## src/rtl/pipo_load_arbiter.sv

```systemverilog
// Round-robin arbiter in front of a shared PIPO register: grants one requester,
// pulses a single load of its byte, holds ownership, then signals done.
module pipo_load_arbiter #(
  parameter int NUM_REQ     = 4,
  parameter int WIDTH       = 8,
  parameter int HOLD_CYCLES = 2
) (
  input  logic                       clk,
  input  logic                       reset,
  input  logic [NUM_REQ-1:0]         req,
  input  logic [NUM_REQ*WIDTH-1:0]   req_data,
  output logic [NUM_REQ-1:0]         grant,
  output logic [$clog2(NUM_REQ)-1:0] grant_id,
  output logic [NUM_REQ-1:0]         done,
  output logic                       busy,
  output logic                       reg_load,
  output logic [WIDTH-1:0]           reg_data_in,
  output logic [1:0]                 fsm_state
);

  localparam int IDW = $clog2(NUM_REQ);
  localparam int HCW = (HOLD_CYCLES > 1) ? $clog2(HOLD_CYCLES) : 1;

  localparam logic [1:0] ST_IDLE = 2'd0;
  localparam logic [1:0] ST_LOAD = 2'd1;
  localparam logic [1:0] ST_HOLD = 2'd2;

  logic [1:0]         state;
  logic [IDW-1:0]     rr_ptr;
  logic [HCW-1:0]     hold_cnt;
  logic [IDW-1:0]     winner;
  logic               hit;
  logic [IDW-1:0]     idx;
  logic [NUM_REQ-1:0] winner_oh;

  assign fsm_state = state;

  // Search starts just past the last owner and wraps, so the first hit is the
  // round-robin winner.
  always_comb begin
    winner = '0;
    hit    = 1'b0;
    idx    = '0;
    for (int k = 1; k <= NUM_REQ; k++) begin
      idx = IDW'((int'(rr_ptr) + k) % NUM_REQ);
      if (!hit && req[idx]) begin
        winner = idx;
        hit    = 1'b1;
      end
    end
  end

  assign winner_oh = {{(NUM_REQ-1){1'b0}}, 1'b1} << winner;

  always_ff @(posedge clk or negedge reset) begin
    if (!reset) begin
      state       <= ST_IDLE;
      rr_ptr      <= IDW'(NUM_REQ - 1);
      hold_cnt    <= '0;
      grant       <= '0;
      grant_id    <= '0;
      done        <= '0;
      busy        <= 1'b0;
      reg_load    <= 1'b0;
      reg_data_in <= '0;
    end else begin
      done     <= '0;
      reg_load <= 1'b0;
      case (state)
        ST_IDLE: begin
          if (hit) begin
            state       <= ST_LOAD;
            grant       <= winner_oh;
            grant_id    <= winner;
            rr_ptr      <= winner;
            reg_data_in <= req_data[winner*WIDTH +: WIDTH];
            reg_load    <= 1'b1;
            busy        <= 1'b1;
          end
        end
        ST_LOAD: begin
          state    <= ST_HOLD;
          hold_cnt <= HCW'(HOLD_CYCLES - 1);
          // With a single hold cycle the first HOLD cycle is also the last.
          if (HOLD_CYCLES == 1) done <= grant;
        end
        ST_HOLD: begin
          if (hold_cnt == '0) begin
            state <= ST_IDLE;
            grant <= '0;
            busy  <= 1'b0;
          end else begin
            hold_cnt <= hold_cnt - 1'b1;
            if (hold_cnt == HCW'(1)) done <= grant;
          end
        end
        default: begin
          state <= ST_IDLE;
          grant <= '0;
          busy  <= 1'b0;
        end
      endcase
    end
  end

endmodule

```

## config.mk

```make
export PLATFORM = sky130hd
export DESIGN_NAME = pipo_load_arbiter
export DESIGN_NICKNAME = d
export VERILOG_FILES = /design/src/rtl/pipo_load_arbiter.sv
export SDC_FILE = /design/constraint.sdc
export NUM_CORES = 1
export LEC_CHECK = 0
export CORE_MARGIN = 2
export CORE_UTILIZATION = 43
export CTS_BUF_LIST = sky130_fd_sc_hd__clkbuf_2 sky130_fd_sc_hd__clkbuf_4 sky130_fd_sc_hd__clkbuf_8
export DETAILED_ROUTE_END_ITERATION = 16
export MAX_ROUTING_LAYER = met4
export PLACE_DENSITY = 0.83
export SLEW_MARGIN = 10
export SYNTH_ARGS = -nofsm -noshare
export SYNTH_HDL_FRONTEND = slang
export SYNTH_SLANG_ARGS = --single-unit
```

## constraint.sdc

```tcl
create_clock -name clk -period 2 [get_ports clk]
set_input_delay 0.3 -clock clk [delete_from_list [all_inputs] [get_ports clk]]
set_output_delay 0.3 -clock clk [all_outputs]
set_load 0.02 [all_outputs]
```

# Word-level counts from Yosys, hierarchy flattened
# Index checks and enable logic that the tools add are counted.
[totals]
reg_bits = 25
latchBits = 0
ramBits = 0
romBits = 0
wordCells = 67
n_memories = 0
[classes]
addsub = 5
n_mul = 0
div = 0
n_lt_le_gt_ge = 4
eq_ne = 4
n_shift = 2
muxes = 30
bitwise = 1
n_reduce_logical = 12
[op_table]
columns = ["op", "n"]
rows = [
  ["indexed part select 32 x 6 -> 8 bit", 1],
  ["2-to-1 mux 1 bit", 13],
  ["< comparator 2 x 3 -> 1 bit, second input constant", 4],
  ["2-to-1 mux 2 bit", 6],
  ["2-to-1 mux 4 bit", 3],
  ["one-hot mux 4 bit (3 select lines)", 1],
  ["binary-select mux 1 bit (select 2 bit)", 4],
  ["one-hot mux 2 bit (3 select lines)", 1],
  ["AND reduction 2 bit", 3],
  ["adder 2 x 1 -> 2 bit, second input constant", 2],
  ["adder 2 bit, second input constant", 2],
  ["inequality test 2 bit, second input constant", 2],
  ["<< shifter 1 x 2 -> 4 bit, first input constant", 1],
  ["logical AND 1 bit", 3],
  ["zero test 1 bit", 3],
  ["one-hot mux 1 bit (3 select lines)", 1],
  ["AND reduction 3 bit", 1],
  ["equality test 2 x 1 -> 1 bit, second input constant", 1],
  ["equality test 2 bit, second input constant", 1],
  ["zero test 2 bit", 1],
  ["one-hot mux 1 bit (2 select lines)", 1],
  ["nonzero test 2 bit", 1],
  ["inverter 1 bit", 1],
  ["subtractor 1 bit, second input constant", 1],
]

# Logic depth before layout (Yosys ltp)
[logic_depth]
ltp_word = 16
mapped_depth = 7

# Least setup slack after synthesis
# Ideal clock, no wire load.
[synth_path]
path_type = "register -> register"
start = "register state[0] (netlist: fsm_state[0])"
end = "register grant[1]"
setup_ns = 0.122
arrival_ns = 1.557
required_time_ns = 1.878
path_slack_ns = 0.322
path_stages_with_launch = 7
period_less_slack_ns = 1.678
path_cell_list = "dfrtp_1 -> inv_1 -> ha_1 -> and2_0 -> clkbuf_1 -> a211o_1 -> a32o_1"
[synth_via]
elab_chain_len = 3
[synth_lines]
columns = ["item", "line", "text"]
rows = [
  ["start: declaration", "28", "logic [1:0] state;"],
  ["start signal: assignment", "57", "state <= ST_IDLE;"],
  ["start signal: assignment", "72", "state <= ST_LOAD;"],
  ["start signal: assignment", "82", "state <= ST_HOLD;"],
  ["zero test 2 bit or equality test 2 x 1 -> 1 bit (tied branches)", "69", "case (state)"],
  ["inequality test 2 bit (no source line) or inverter 1 bit (tied branches)", "-", ""],
  ["AND reduction 2 bit (no source line)", "-", ""],
  ["end signal: assignment", "73", "grant <= winner_oh;"],
  ["end: declaration", "12", "output logic [NUM_REQ-1:0] grant,"],
]
# Several ways; a longest one is shown, not always the timed one.
# A chain may end at the register's enable or synchronous reset.

# Worst setup path after layout
[layout_path]
start = "register rr_ptr[1]"
end = "register reg_data_in[4]"
[layout_via]
elab_chain_len = 14
[layout_lines]
columns = ["item", "line", "text"]
rows = [
  ["start: declaration", "29", "logic [IDW-1:0] rr_ptr;"],
  ["start signal: assignment", "58", "rr_ptr <= IDW'(NUM_REQ - 1);"],
  ["start signal: assignment", "75", "rr_ptr <= winner;"],
  ["adder 2 x 1 -> 2 bit", "45", "idx = IDW'((int'(rr_ptr) + k) % NUM_REQ);"],
  ["binary-select mux 1 bit (select 2 bit)", "46", "if (!hit && req[idx]) begin"],
  ["2-to-1 mux 1 bit (not written as such)", "46", ""],
  ["2-to-1 mux 1 bit", "46", ""],
  ["zero test 1 bit", "46", ""],
  ["logical AND 1 bit", "46", ""],
  ["2-to-1 mux 1 bit", "46", ""],
  ["zero test 1 bit", "46", ""],
  ["logical AND 1 bit", "46", ""],
  ["2-to-1 mux 1 bit", "46", ""],
  ["zero test 1 bit", "46", ""],
  ["logical AND 1 bit", "46", ""],
  ["2-to-1 mux 2 bit or 2-to-1 mux 1 bit (tied branches)", "46", ""],
  ["indexed part select 32 x 6 -> 8 bit or AND reduction 2 bit (tied branches)", "-", ""],
  ["end signal: assignment", "76", "reg_data_in <= req_data[winner*WIDTH +: WIDTH];"],
  ["end: declaration", "17", "output logic [WIDTH-1:0] reg_data_in,"],
]
# Several ways; a longest one is shown, not always the timed one. The select of a mux whose other input is x is not followed.

==> flow_summary.json <==
{
  "status": "finished, final reports clean",
  "syn-num-nets": 157,
  "clock_path_buffers": 2,
  "power_switching_uw": 1200,
  "cts_sinks": 25,
  "ys.flop_type": "dfrtp_1",
  "setup_viol": 0,
  "start_util": 0.445,
  "min_period_over_period": 0.880,
  "cts_tree": "yes",
  "setup.worst_path.start_class": "flop",
  "final.min_clock_period_ns": 1.76,
  "grt_max_degree": 26,
  "intPower_uw": 1680,
  "clk_latency_ns": 0.33,
  "synth_warnings": 0,
  "path_clk_slew_ns": 0.14,
  "p_total_uw": 2880,
  "synth_mux_area_frac": 0.136,
  "worstSetupPathType": "reg -> reg",
  "hold_violations": 0,
  "port_buffers": 59,
  "reg2reg_from": "rr_ptr[1]",
  "synth_top_area_share": 0.435,
  "synthTopCellsByCount": "23 x dfrtp_1, 18 x mux2i_1, 15 x nand2_1, 6 x nor2_1, 6 x o221ai_1",
  "die_h_um": 59.5,
  "worst_ep_arrival_time_ns": 1.97,
  "fin_nets": 224,
  "fin_area_um2": 2030,
  "synthAdderAreaFrac": 0.0284,
  "vias": 1173,
  "synth_compound_area_frac": 0.177,
  "cts_setup_buffers": 0,
  "ys_ff_latch": 25,
  "r2r_end": "reg_data_in[4]",
  "place_area_um2": 2000,
  "synth_most_common_cell": "dfrtp_1",
  "grt_pass1_wl_um": 5250,
  "synth-edff-count": 0,
  "hold_slack_ns": 0.313,
  "die_x_um": 59.5,
  "overflow": 0,
  "routedWlPerCell_um": 14.8,
  "fmax_ghz": 0.568,
  "reg2reg_slack_ns": 0.24,
  "grtUsageTotal": 0.206,
  "drt_iter0_drc": 16,
  "skew_ns": 0.00586,
  "pwr-share-comb": 0.604,
  "gp_congestion": 0.816,
  "yosys.area.top_type": "dfrtp_1",
  "slew_violations": 0,
  "ff2ff_path_depth": 6,
  "drt_wl_total_um": 3190,
  "die-area_um2": 3540,
  "final_core_util": 0.681,
  "numCtsBuffers": 3,
  "root_buffer": "clkbuf_4",
  "hpwl_um": 2520,
  "sw_frac_of_total": 0.416,
  "htree_levels": 1,
  "worst_pin_slew_ns": 0.308,
  "synth_area_leaders": "dfrtp_1 43%, mux2i_1 14%, nand2_1 4.3%, dfstp_2 4.0%, o221ai_1 4.0%",
  "cts_resized": 0,
  "power.share.clock": 0.082,
  "antenna_cells": 0,
  "rsz0062_at_grt": "false",
  "pwr-share-seq": 0.315,
  "critPathRequiredTime_ns": 2.21,
  "finalWorstSetupSlack_ns": 0.240,
  "post-place-ws_ns": -0.0435,
  "synth_area_per_cell_um2": 11.4,
  "viasPerCell": 5.46,
  "drtAntennaViolNets": 0,
  "synth.distinct_cells": 34,
  "rows": 20,
  "drive_above_1_share": 0.126,
  "min_path_type": "in -> async",
  "drc": 0,
  "io_pins": 60,
  "leakagePower_uw": 0.000917,
  "synthSimpleGateAreaFrac": 0.131,
  "power.density_nw_per_um2": 1420,
  "relSlewSlack": 0.795,
  "end_kind": "flop",
  "synth_cells": 116,
  "drtPass1Iterations": 4,
  "grt_pass1_vias": 1206,
  "area_growth_pct": 53.1,
  "critPathMaxFanout": 21,
  "synthXorXnorAreaFrac": 0,
  "drv_cap": 0,
  "ys_async_sr_fraction": 1.00,
  "antenna_found_initial": 0,
  "coreArea_um2": 2980,
  "cts_hold_buf": 0,
  "ir_worst_vdd_mv": 0.588,
  "yosysSeqAreaShare": 0.474,
  "netlist_area_um2": 1320,
  "synth_top_family_by_area": "compound AO/OA/AOI/OAI gates"
}
layer usage:
layer / track usage / share of wire
met5: - / 0
met3: 0.0415 / 0.076
met1: 0.247 / 0.42
met4: 0.0974 / 0.017
met2: 0.331 / 0.49
cells in the final DEF, fill, tap and decap left out, types with 2 or more instances in the layout:
cell type,n
and3_1,4
dfrtp_1,23
clkbuf_4,3
buf_12,2
o21ai_0,2
o221ai_2,2
o31ai_1,2
inv_1,5
dfstp_2,2
nand2_1,15
ha_1,3
clkdlybuf4s50_1,59
a21oi_1,3
buf_4,7
o221ai_1,6
mux2i_1,18
nand2b_1,3
nor2_1,6
power by group through the flow:
| stage | Combinational [uW] | Sequential [uW] | Clock, uW |
|---|---|---|---|
| detailed placement | 1730 | 910 | 0 |
| global route | 1870 | 940 | 258 |
| global placement | 1680 | 900 | 0 |
| finish | 1740 | 907 | 235 |
| CTS | 1740 | 905 | 239 |
| floorplan | 822 | 1110 | 0 |
cell type report:
| cell class | count | area [um^2] |
|---|---|---|
| fill | 221 | 951 |
| timing repair buffer | 68 | 683 |
| sequential | 25 | 628 |
| multi-input combinational | 80 | 626 |
| tap | 33 | 41.3 |
| clock buffer | 3 | 22.5 |
| inverter | 5 | 18.8 |
| clock inverter | 1 | 7.51 |
registers in the layout, indices dropped and copies added, names as in the netlist:
register,flops
grant,4
reg_data_in,8
reg_load,1
done,4
busy,1
grant_id,2
rr_ptr,2
fsm_state,2
hold_cnt,1
worst max-delay path by stage:
stage	startpoint	endpoint
final	rr_ptr[1]	reg_data_in[4]
after global placement	req[2]	reg_data_in[4]
after floorplan	fsm_state[0]	grant[1]
after global routing	rr_ptr[1]	reg_data_in[0]
after detailed placement	req[2]	reg_data_in[4]
after CTS	rr_ptr[1]	reg_data_in[4]
critical path, stage by stage, from the launching register on:
cell and delay, ns:
dfstp_2 0.62, nand2b_1 0.14, a21oi_2 0.08, o221ai_4 0.20
buf_12 0.21, mux2i_1 0.26, o221ai_2 0.13
logic make-up (layout without fill, tap and decap cells):
group,count (synthesis),after routing
adders and majority gates,3,3
muxes,18,18
and+or+nand+nor,34,34
buffers and inverters,11,77
DFF,25,25
AOI/OAI and AO/OA,25,25
through the flow:
step / std cells / setup TNS, ns
detailed placement: 211 / -0.146
finish: 215 / 0
floorplan: 116 / 0
global route: 215 / 0
CTS: 215 / 0
global placement: 211 / 0
No activity file was read; power rests on OpenSTA's default activity.
